[src/rtl/alu_arbiter.sv]
// alu_arbiter: round-robin owner of a single shared combinational ALU.
// A winning request has its operands and op registered. The ALU selects are
// held for SETTLE_CYCLES cycles. The ALU output is then captured and returned
// to the owner with a one-cycle done pulse. Illegal op codes skip the ALU.
// They finish at once with an error pulse and a zero result.

module alu_arbiter #(
   parameter int WIDTH         = 8,
   parameter int SETTLE_CYCLES = 1
) (
   input  logic             i_Clk,
   input  logic             i_Rst_n,
   input  logic             i_Req0,
   input  logic             i_Req1,
   input  logic [2:0]       i_Op0,
   input  logic [2:0]       i_Op1,
   input  logic [WIDTH-1:0] i_A0,
   input  logic [WIDTH-1:0] i_B0,
   input  logic [WIDTH-1:0] i_A1,
   input  logic [WIDTH-1:0] i_B1,
   output logic             o_Gnt0,
   output logic             o_Gnt1,
   output logic             o_Done0,
   output logic             o_Done1,
   output logic             o_Err,
   output logic [WIDTH-1:0] o_Result,
   output logic [WIDTH-1:0] o_Alu_A,
   output logic [WIDTH-1:0] o_Alu_B,
   output logic             o_Sub_n,
   output logic             o_Mult_n,
   output logic             o_And_n,
   output logic             o_Or_n,
   output logic             o_Compare_n,
   input  logic [WIDTH-1:0] i_Alu_Result
);

   typedef enum logic [1:0] {
      IDLE = 2'd0,
      EXEC = 2'd1,
      DONE = 2'd2
   } state_t;

   localparam logic [3:0] SETTLE_LOAD = 4'(SETTLE_CYCLES);

   localparam logic [2:0] OP_ADD  = 3'd0;
   localparam logic [2:0] OP_SUB  = 3'd1;
   localparam logic [2:0] OP_MULT = 3'd2;
   localparam logic [2:0] OP_AND  = 3'd3;
   localparam logic [2:0] OP_OR   = 3'd4;
   localparam logic [2:0] OP_CMP  = 3'd5;

   state_t           state_q, state_d;
   logic             ptr_q, ptr_d;
   logic             owner_q, owner_d;
   logic             err_q, err_d;
   logic [2:0]       op_q, op_d;
   logic [3:0]       cnt_q, cnt_d;
   logic [WIDTH-1:0] aluA_q, aluA_d;
   logic [WIDTH-1:0] aluB_q, aluB_d;
   logic [WIDTH-1:0] result_q, result_d;
   logic             winner;
   logic [2:0]       winOp;

   // Register bank; reset drops any in-flight operation without a done pulse.
   always_ff @(posedge i_Clk) begin
      if (!i_Rst_n) begin
         state_q  <= IDLE;
         ptr_q    <= 1'b0;
         owner_q  <= 1'b0;
         err_q    <= 1'b0;
         op_q     <= OP_ADD;
         cnt_q    <= 4'd0;
         aluA_q   <= '0;
         aluB_q   <= '0;
         result_q <= '0;
      end else begin
         state_q  <= state_d;
         ptr_q    <= ptr_d;
         owner_q  <= owner_d;
         err_q    <= err_d;
         op_q     <= op_d;
         cnt_q    <= cnt_d;
         aluA_q   <= aluA_d;
         aluB_q   <= aluB_d;
         result_q <= result_d;
      end
   end

   // Arbitration and sequencing. The pointer only matters when both requesters
   // ask at once, and it always moves to the loser so contention alternates.
   always_comb begin
      state_d  = state_q;
      ptr_d    = ptr_q;
      owner_d  = owner_q;
      err_d    = err_q;
      op_d     = op_q;
      cnt_d    = cnt_q;
      aluA_d   = aluA_q;
      aluB_d   = aluB_q;
      result_d = result_q;
      winner   = 1'b0;
      winOp    = OP_ADD;
      case (state_q)
         IDLE: begin
            if (i_Req0 || i_Req1) begin
               winner  = (i_Req0 && i_Req1) ? ptr_q : i_Req1;
               winOp   = winner ? i_Op1 : i_Op0;
               owner_d = winner;
               ptr_d   = ~winner;
               op_d    = winOp;
               aluA_d  = winner ? i_A1 : i_A0;
               aluB_d  = winner ? i_B1 : i_B0;
               cnt_d   = SETTLE_LOAD;
               if (winOp <= OP_CMP) begin
                  err_d   = 1'b0;
                  state_d = EXEC;
               end else begin
                  err_d    = 1'b1;
                  result_d = '0;
                  state_d  = DONE;
               end
            end
         end
         EXEC: begin
            if (cnt_q == 4'd1) begin
               result_d = i_Alu_Result;
               state_d  = DONE;
            end else begin
               cnt_d = cnt_q - 4'd1;
            end
         end
         DONE: begin
            state_d = IDLE;
         end
         default: begin
            state_d = IDLE;
         end
      endcase
   end

   // ALU select decode: only driven while the operands are settling, ADD is all-high.
   always_comb begin
      o_Sub_n     = 1'b1;
      o_Mult_n    = 1'b1;
      o_And_n     = 1'b1;
      o_Or_n      = 1'b1;
      o_Compare_n = 1'b1;
      if (state_q == EXEC) begin
         case (op_q)
            OP_SUB:  o_Sub_n     = 1'b0;
            OP_MULT: o_Mult_n    = 1'b0;
            OP_AND:  o_And_n     = 1'b0;
            OP_OR:   o_Or_n      = 1'b0;
            OP_CMP:  o_Compare_n = 1'b0;
            default: ;
         endcase
      end
   end

   assign o_Gnt0   = (state_q != IDLE) && !owner_q;
   assign o_Gnt1   = (state_q != IDLE) && owner_q;
   assign o_Done0  = (state_q == DONE) && !owner_q;
   assign o_Done1  = (state_q == DONE) && owner_q;
   assign o_Err    = (state_q == DONE) && err_q;
   assign o_Result = result_q;
   assign o_Alu_A  = aluA_q;
   assign o_Alu_B  = aluB_q;

endmodule

[config.mk]
export PLATFORM = sky130hd
export DESIGN_NAME = alu_arbiter
export DESIGN_NICKNAME = d
export VERILOG_FILES = /design/src/rtl/alu_arbiter.sv
export SDC_FILE = /design/constraint.sdc
export NUM_CORES = 1
export LEC_CHECK = 0
export CORE_ASPECT_RATIO = 0.8
export CORE_MARGIN = 5
export CORE_UTILIZATION = 43
export DETAILED_ROUTE_END_ITERATION = 7
export PLACE_DENSITY = 0.85
export SLEW_MARGIN = 20
export SYNTH_ARGS = -nofsm -noshare
export SYNTH_HDL_FRONTEND = slang
export SYNTH_SLANG_ARGS = --single-unit
[constraint.sdc]
create_clock -name i_Clk -period 5 [get_ports i_Clk]
set_clock_uncertainty 0.2 [all_clocks]
set_input_delay 1 -clock i_Clk [delete_from_list [all_inputs] [get_ports i_Clk]]
set_output_delay 1 -clock i_Clk [all_outputs]
set_load 0.01 [all_outputs]
======== Word level (Yosys, flattened, before mapping) ========
Cells that the tools add are included.
W data, S select, Z words.
word-level totals
  register bits after elaboration ......... 36
  bits of input ports ..................... 50
  output and inout bits ................... 34
  word-level logic and storage cells ...... 65
operators by class
  $add $sub $neg .......................... 1
  magnitude comparators ................... 1
  equal/unequal tests ..................... 12
  mux-type cells .......................... 26
  bitwise gates (word level) .............. 1
  reductions and logical operators ........ 15
operators by type and width
  kind                   number
  $mux W8                5
  $pmux W8 S2            1
  $mux W1                12
  $mux W4                2
  $ne A2 B2 Y1 const B   4
  $pmux W4 S2            1
  $eq A3 B2 Y1 const B   2
  $eq A3 B3 Y1 const B   2
  $logic_and A1 B1 Y1    6
  $mux W2                3
  $eq A4 B1 Y1 const B   1
  $pmux W2 S2            1
  $reduce_and A2 Y1      2
  $reduce_and A4 Y1      1
  $reduce_bool A2 Y1     2
  $sub A4 B1 Y4 const B  1
  $eq A3 B1 Y1 const B   1
  $le A3 B3 Y1 const B   1
  $mux W3                1
  $reduce_and A3 Y1      1
  $eq A2 B1 Y1 const B   1
  $eq A2 B2 Y1 const B   1
  $logic_not A2 Y1       1
  $logic_not A1 Y1       1
  other kinds (2)        2

======== Depth between registers and ports, before layout ========
Gate-level depths: netlist (run 1).
  word-level depth ........................ 7
  depth in mapped cells ................... 7

======== Worst setup path before layout (run 1) ========
Ideal clock, no wire load.
  kind .................................... in2reg
  start point ............................. input i_Rst_n
  end point ............................... register aluA_q[0] (netlist: o_Alu_A[0])
  setup time .............................. 0.122 ns
  arrival ................................. 1.920 ns
  slack ................................... 2.758 ns
  stages on the path ...................... 5
  path buffers ............................ 2
  cells stage by stage .................... inv_1 clkbuf_1 nor2_1 buf_2 a221o_1
RTL lines
  item                  line  source
  from (decl)           12    input logic i_Rst_n,
  to (signal assigned)  83    aluA_q <= aluA_d;
  to (decl)             58    logic [WIDTH-1:0] aluA_q, aluA_d;

======== Worst setup path in the final report (run 1) ========
  start point ............................. register state_q[0]
  end point ............................... output o_Compare_n
on the way
  cells in the longest elaborated chain, start to end .. 2
ends and longest elaborated chain
  item                    line  source
  from (decl)             52    state_t state_q, state_d;
  from (signal assigned)  77    state_q <= state_d;
  $eq A2 B1 Y1            148   if (state_q == EXEC) begin
  $mux W1                 148
  to (decl)               33    output logic o_Compare_n,
Every way passes these cells.

==> impl_results.md, run 1 <==
* Synthesized instance count at 185
* Maxcap violations at 0
* Initial antenna violation count at 0
* Count of antenna-violating nets left after detailed routing at 0
* Die footprint at 5360 sq um
* Final worst-path cycle share at 61.26%
* Synthesized area per cell at 9.272 sq um
* Via count at 1,705
* Initial core utilization at 44.80%
* Worst reg-to-reg setup slack at 2.74 ns
* CTS hold repair buffers at 0
* Share of the yosys chip area belonging to registers at 42.01%
* Wirelength per Cell at 14.27 microns
* Most common cell after layout, fill and taps aside: clkdlybuf4s50_1
* Commonest non-fill, non-tap cells in the layout: clkdlybuf4s50_1, dfxtp_1, nand2_1, and2_1, a21oi_1
* Capturing point of the worst reg2reg path: o_Result[0]$_SDFFE_PN0P_
* Fin. max-slew vios at 0
* Cell depth of the worst flop-to-flop path at 6
* Count of pins on the block boundary at 84
* Maximum fanout encountered on the critical timing path at 11
* PwrDens at 315.8 nW/um^2
* Critical path buffer and inverter count at 1
* Cell depth of the worst hold path at 1
* Total grt overflow at 0
* Slowest CP cell: dfxtp_1
* Min-delay worst type: reg2reg
* Status: completed
* Launching point of the worst reg2reg path: cnt_q[1]$_SDFFE_PN0P_
* Master cell of the clock root buffer: clkbuf_8
* Number of DRC violations after detailed-routing iteration 0 at 110
* Number of input and output port buffers inserted at 83
* Slew of the pin with the lowest slew margin at 0.7650 ns
* H-tree depth at 2
* Number of enable-type register cells in the synthesized netlist at 0
* Classification of the worst setup path: reg2out
* Insertion delay to the later sink of the worst-skew pair at 0.29 ns
* Via/cell ratio at 5.312
* Met1 capacity usage during global routing at 19.93%
* Wire length of the first global-routing pass at 7.031 mm
* Post-Syn Area at 1715 sq um
* FFs w/ async S/R, synth at 0%
* Busiest metal layer after global routing: met2
* Die Span X at 80.62 microns
* Time the worst path needs with I/O delays and setup at 3.063 ns
* Final setup violation count at 0
* Number of global-route vias before repair at 1,582
* Met3 track demand over resource in global routing at 8.378%
* Most used DFF post-synth: dfxtp_1
* Total Negative Setup Slacks at 0 ns
* Std cell rows at 20
* Number of nets in the layout at 317
* Crit path DAT at 1.86 ns
* Half-perimeter wire length of the detailed placement result at 3.398 mm
* Top achievable clock speed at 0.3265 GHz
* Total number of yosys warnings at 0
* Crit path launch type: register
* Relative slew slack at 48.81%
* GRT Util Overall at 17.09%
* RSZ-0062 raised after global routing: false
* Number of diodes at 0
* Critical Path End Type: primary output
* Number of buffers inserted by post-CTS setup repair at 0
* Mapped Nets at 237
* Biggest cell delay along the critical path at 0.58 ns
* Core region area at 3829 sq um
* Clock transition at the registers of the reported paths at 0.07 ns
* TritonCTS sink count at 36
* Die height at 66.49 microns
* Routed wire length at 4.581 mm
* Synth Register Bits at 36
* TritonCTS clock tree: done
* Layout area overhead at 55.94%
* Number of instances resized during post-cts repair at 0
* Maximum resistive drop on vdd at 153.1 uV
* Met2 Resource Use GR at 27.48%
* Drt drc at 0
* Fraction of layout cells with a size suffix above 1 at 7.895%
* Gpl congestion at 0.7736
* Maximum number of pins on one net before global-route repair at 33
* CP Cell Sequence: nor4bb_1, nand2_1, clkdlybuf4s50_1
* Post-synth cell types at 41
* Maximum number of buffers from clock root to sink at 2
* Start point of the worst min-delay path: o_Alu_A[6]$_SDFFE_PN0P_
* Number of buffers created by CTS at 5
* Number of optimization iterations in the first detailed-route pass at 4
* Final-report hold violation count at 0
* Worst Hold Endpoint: o_Alu_A[6]$_SDFFE_PN0P_
* Top delay family on crit path: flip-flops
* Endpoint required time on the critical path at 3.80 ns
* Static leakage power at 1.039 nW
* Worst-case hold slack at 0.2866 ns
[cells by family after synthesis]
family	after synthesis	synth area share, %
simple gates	77	26.04
compound gates	49	23.19
flops	36	42.01
buf+inv	16	4.522
mux	3	1.751
xor+xnor	2	1.021
fa+ha+maj	2	1.459
[area by class of cell]
cell class / instances / area [sq um]
fillers: 328 / 1154
multi-input cells: 133 / 917.1
repair buffers: 85 / 845.8
flip-flops and latches: 36 / 720.7
clock buffers: 6 / 72.57
well taps: 55 / 68.82
clock inverters: 2 / 35.03
inverters: 4 / 15.01
[synth_stat cells (all sizes together), types with 3 or more instances]
cell    instances  area share, %
nor2           12            3.7
nor3            9            2.6
a32oi           6            3.1
nand2          18            3.9
a21oi          12            3.5
o21ai           5            1.5
a311o           9            5.3
nand3           4            1.2
clkbuf          6            1.5
and2           12            4.4
a221o          10            5.8
inv             4           0.88
and3            9            3.6
buf             6            2.1
dfxtp          36             42
mux2i           3            1.8
[stage by stage]
step                cells  setup WS (ns)  utilization (%)  instance area (sq um)  total power, W
floorplan             185          2.758                -                   1715       0.0004845
global placement      313          1.870            67.06                   2567       0.0005970
detailed placement    313          1.830            67.06                   2567       0.0006001
CTS                   321          1.943            69.87                   2675       0.0008515
global route          321          1.734            69.87                   2675       0.0008941
finish                321          1.937            69.87                   2675       0.0008448
[how the worst max path moves through the flow]
| stage | startpoint | cells after the start | endpoint |
|---|---|---|---|
| 2_1_floorplan | i_Rst_n | 5 | o_Alu_A[0]$_SDFFE_PN0P_ |
| 3_3_place_gp | i_Rst_n | 5 | o_Alu_B[0]$_SDFFE_PN0P_ |
| 3_5_place_dp | i_Req0 | 5 | o_Result[0]$_SDFFE_PN0P_ |
| 4_1_cts | state_q[0]$_SDFFE_PN0P_ | 3 | o_Compare_n |
| 5_1_grt | state_q[0]$_SDFFE_PN0P_ | 3 | o_Compare_n |
| 6_report | state_q[0]$_SDFFE_PN0P_ | 3 | o_Compare_n |
[power breakdown]
part / leakage (nW) / switching, W / internal [W] / total (W)
sequential: 0.296 / 0.0000301 / 0.000322 / 0.000352
clock: 0.0552 / 0.000103 / 0.000148 / 0.000251
combinational: 0.688 / 0.000108 / 0.000134 / 0.000242
[registers in the layout, indices dropped and copies added (netlist names), 2 cells and up]
name      cells
cnt_q         4
o_Alu_A       8
o_Alu_B       8
o_Result      8
op_q          3
state_q       2
[layer usage]
layer | part of all wire [%] | wire, microns
met1 | 42 | 1945
met2 | 46 | 2122
met3 | 10 | 459
met4 | 1.2 | 53
met5 | 0 | 0
Note: power is estimated with default switching activity, not from simulation.
==> run 2, diff against run 1 <==
--- a/config.mk
+++ b/config.mk
@@ -7,9 +7,9 @@
 export LEC_CHECK = 0
 export CORE_ASPECT_RATIO = 0.8
 export CORE_MARGIN = 5
-export CORE_UTILIZATION = 43
+export CORE_UTILIZATION = 40
 export DETAILED_ROUTE_END_ITERATION = 7
-export PLACE_DENSITY = 0.85
+export PLACE_DENSITY = 0.79
 export SLEW_MARGIN = 20
 export SYNTH_ARGS = -nofsm -noshare
 export SYNTH_HDL_FRONTEND = slang
==> constraint.sdc (replaced) <==
create_clock -name i_Clk -period 3.1 [get_ports i_Clk]
set_clock_uncertainty 0.2 [all_clocks]
set_input_delay 0.62 -clock i_Clk [delete_from_list [all_inputs] [get_ports i_Clk]]
set_output_delay 0.62 -clock i_Clk [all_outputs]
set_load 0.01 [all_outputs]
==> impl_results.md, run 2 (same netlist as run 1, synthesis figures left out) <==
* Critical path buffer and inverter count at 1 (unchanged)
* Die footprint at 5706 sq um (was 5360 sq um)
* Total Negative Setup Slacks at 0 ns (unchanged)
* Final worst-path cycle share at 85.54%
* Worst setup path startpoint: state_q[0]$_SDFFE_PN0P_ (unchanged)
* Combined area of the multi-input logic cells at 917.1 sq um (unchanged)
* Count of placed standard cells including taps at 318 (was 313)
* H-tree depth at 2 (unchanged)
* Biggest cell delay along the critical path at 0.54 ns (was 0.58 ns)
* Number of global-route vias before repair at 1,568 (was 1,582)
* TritonCTS clock tree: done (unchanged)
* Clock transition at the registers of the reported paths at 0.07 ns (about the same)
* Number of input and output port buffers inserted at 83 (unchanged)
* Number of optimization iterations in the first detailed-route pass at 4 (unchanged)
* Crit path launch type: register (unchanged)
* Number of DRC violations after detailed-routing iteration 0 at 103 (was 110)
* Register area at 720.7 sq um (unchanged)
* Final-report hold violation count at 0 (unchanged)
* Maximum resistive drop on vdd at 256.0 uV (was 153.1 uV)
* Via/cell ratio at 5.172 (was 5.312)
* Commonest non-fill, non-tap cells in the layout: clkdlybuf4s50_1, dfxtp_1, nand2_1, and2_1, a21oi_1 (unchanged)
* Final Non-Filler Cells at 326 (was 321)
* CTS hold repair buffers at 0 (unchanged)
* Insertion delay to the later sink of the worst-skew pair at 0.28 ns (was 0.29 ns)
* Final worst-path setup slack at 0.4482 ns (was 1.937 ns)
* Start point of the worst min-delay path: cnt_q[1]$_SDFFE_PN0P_ (was o_Alu_A[6]$_SDFFE_PN0P_)
* Master cell of the clock root buffer: clkbuf_8 (unchanged)
* Static leakage power at 1.043 nW (was 1.039 nW)
* Min-delay worst type: reg2reg (unchanged)
* Initial antenna violation count at 0 (unchanged)
* Slowest CP cell: dfxtp_1 (unchanged)
* Number of buffers inserted by post-CTS setup repair at 0 (unchanged)
* Classification of the worst setup path: reg2out (unchanged)
* Slew of the pin with the lowest slew margin at 0.7823 ns (was 0.7650 ns)
* Maximum fanout encountered on the critical timing path at 11 (unchanged)
* Fin. max-slew vios at 0 (unchanged)
* Most common cell after layout, fill and taps aside: clkdlybuf4s50_1 (unchanged)
* Critical Path End Type: primary output (unchanged)
* Number of instances resized during post-cts repair at 0 (unchanged)
* Number of diodes at 0 (unchanged)
* Gpl congestion at 0.7908 (was 0.7736)
* TritonCTS sink count at 36 (unchanged)
* Count of antenna-violating nets left after detailed routing at 0 (unchanged)
* Die height at 68.58 microns (was 66.49 microns)
* Routed wire length at 4.489 mm (was 4.581 mm)
* Crit path DAT at 1.83 ns (was 1.86 ns)
* Final setup violation count at 0 (unchanged)
* Half-perimeter wire length of the detailed placement result at 3.406 mm (was 3.398 mm)
* Relative slew slack at 47.65% (was 48.81%)
* Core region area at 4178 sq um (was 3829 sq um)
* Fraction of layout cells with a size suffix above 1 at 8.922% (was 7.895%)
* PwrDens at 486.5 nW/um^2 (was 315.8 nW/um^2)
* Number of nets in the layout at 320 (was 317)
* Wire length of the first global-routing pass at 7.258 mm (was 7.031 mm)
* Maximum number of pins on one net before global-route repair at 32 (was 33)
* Maxcap violations at 0 (unchanged)
* Filler cell count at 357 (was 328)
* Maximum number of buffers from clock root to sink at 2 (unchanged)
* Endpoint required time on the critical path at 2.28 ns (was 3.80 ns)
* Status: completed (unchanged)
* Top delay family on crit path: flip-flops (unchanged)
* Time the worst path needs with I/O delays and setup at 2.652 ns
* CP Cell Sequence: nor4bb_1, nand2_1, clkdlybuf4s50_1 (unchanged)
* Drt drc at 0 (unchanged)
* Via count at 1,686 (was 1,705)
* Launching point of the worst reg2reg path: cnt_q[0]$_SDFFE_PN0P_ (was cnt_q[1]$_SDFFE_PN0P_)
* Cell area after placement at 2592 sq um (was 2567 sq um)
* Count of pins on the block boundary at 84 (unchanged)
* Top achievable clock speed at 0.3771 GHz
* RSZ-0062 raised after global routing: false (unchanged)
* Die Span X at 83.22 microns (was 80.62 microns)
* Final Cell Area at 2686 sq um (was 2675 sq um)
* GRT Util Overall at 16.00% (was 17.09%)
* Layout area overhead at 56.60% (was 55.94%)
* Wirelength per Cell at 13.77 microns (was 14.27 microns)
* Initial core utilization at 41.06% (was 44.80%)
* Std cell rows at 21 (was 20)
* Pre-CTS WS at 0.3531 ns (was 1.830 ns)
* Number of buffers created by CTS at 5 (unchanged)
* Total grt overflow at 0 (unchanged)
[run 2: final cells by class]
class	count	share of cell area [%]
clock buffer	7	3.214
multi-input combinational	133	34.14
inverter	4	0.5589
timing repair buffer	88	32.32
sequential	36	26.83
clock inverter	1	0.2795
tap	57	2.655
[run 2: metal layers]
layer  global-route usage [%]  share of wire (%)  up-vias
met2                    22.50                 44       65
met3                    8.670                 11        2
li1                         -                  -      853
met4                    4.286               0.45        0
met1                    21.20                 45      766
met5                        0                  0        -
[run 2: worst reg2reg max path, cell delays in order (launching register included)]
cell	delay (ns)
dfxtp_1	0.38
ha_1	0.16
or3b_4	0.41
nor3b_4	0.57
nor3_1	0.11
a311o_1	0.34
[run 2: report_power, final]
part	switching, W	internal (W)
Combinational	0.000177	0.000223
Clock	0.000160	0.000180
Sequential	0.0000476	0.000519
Total	0.000384	0.000923
[run 2: final timing paths]
check,endpoint,slack (ns),depth (start not counted)
min reg2reg,cnt_q[1]$_SDFFE_PN0P_,0.29,2
max reg2reg,o_Result[3]$_SDFFE_PN0P_,0.83,5
min,cnt_q[1]$_SDFFE_PN0P_,0.29,2
max,o_Compare_n,0.45,3
[run 2: through the flow]
stage / power [W] / hold WS, ns / utilization, %
after floorplan: 0.0007815 / 0.2615 / -
after global placement: 0.0009739 / 0.2689 / 62.05
after detailed placement: 0.0009790 / 0.2733 / 62.05
after CTS: 0.001323 / 0.2926 / 64.30
after global routing: 0.001392 / 0.3188 / 64.30
final: 0.001307 / 0.2931 / 64.30
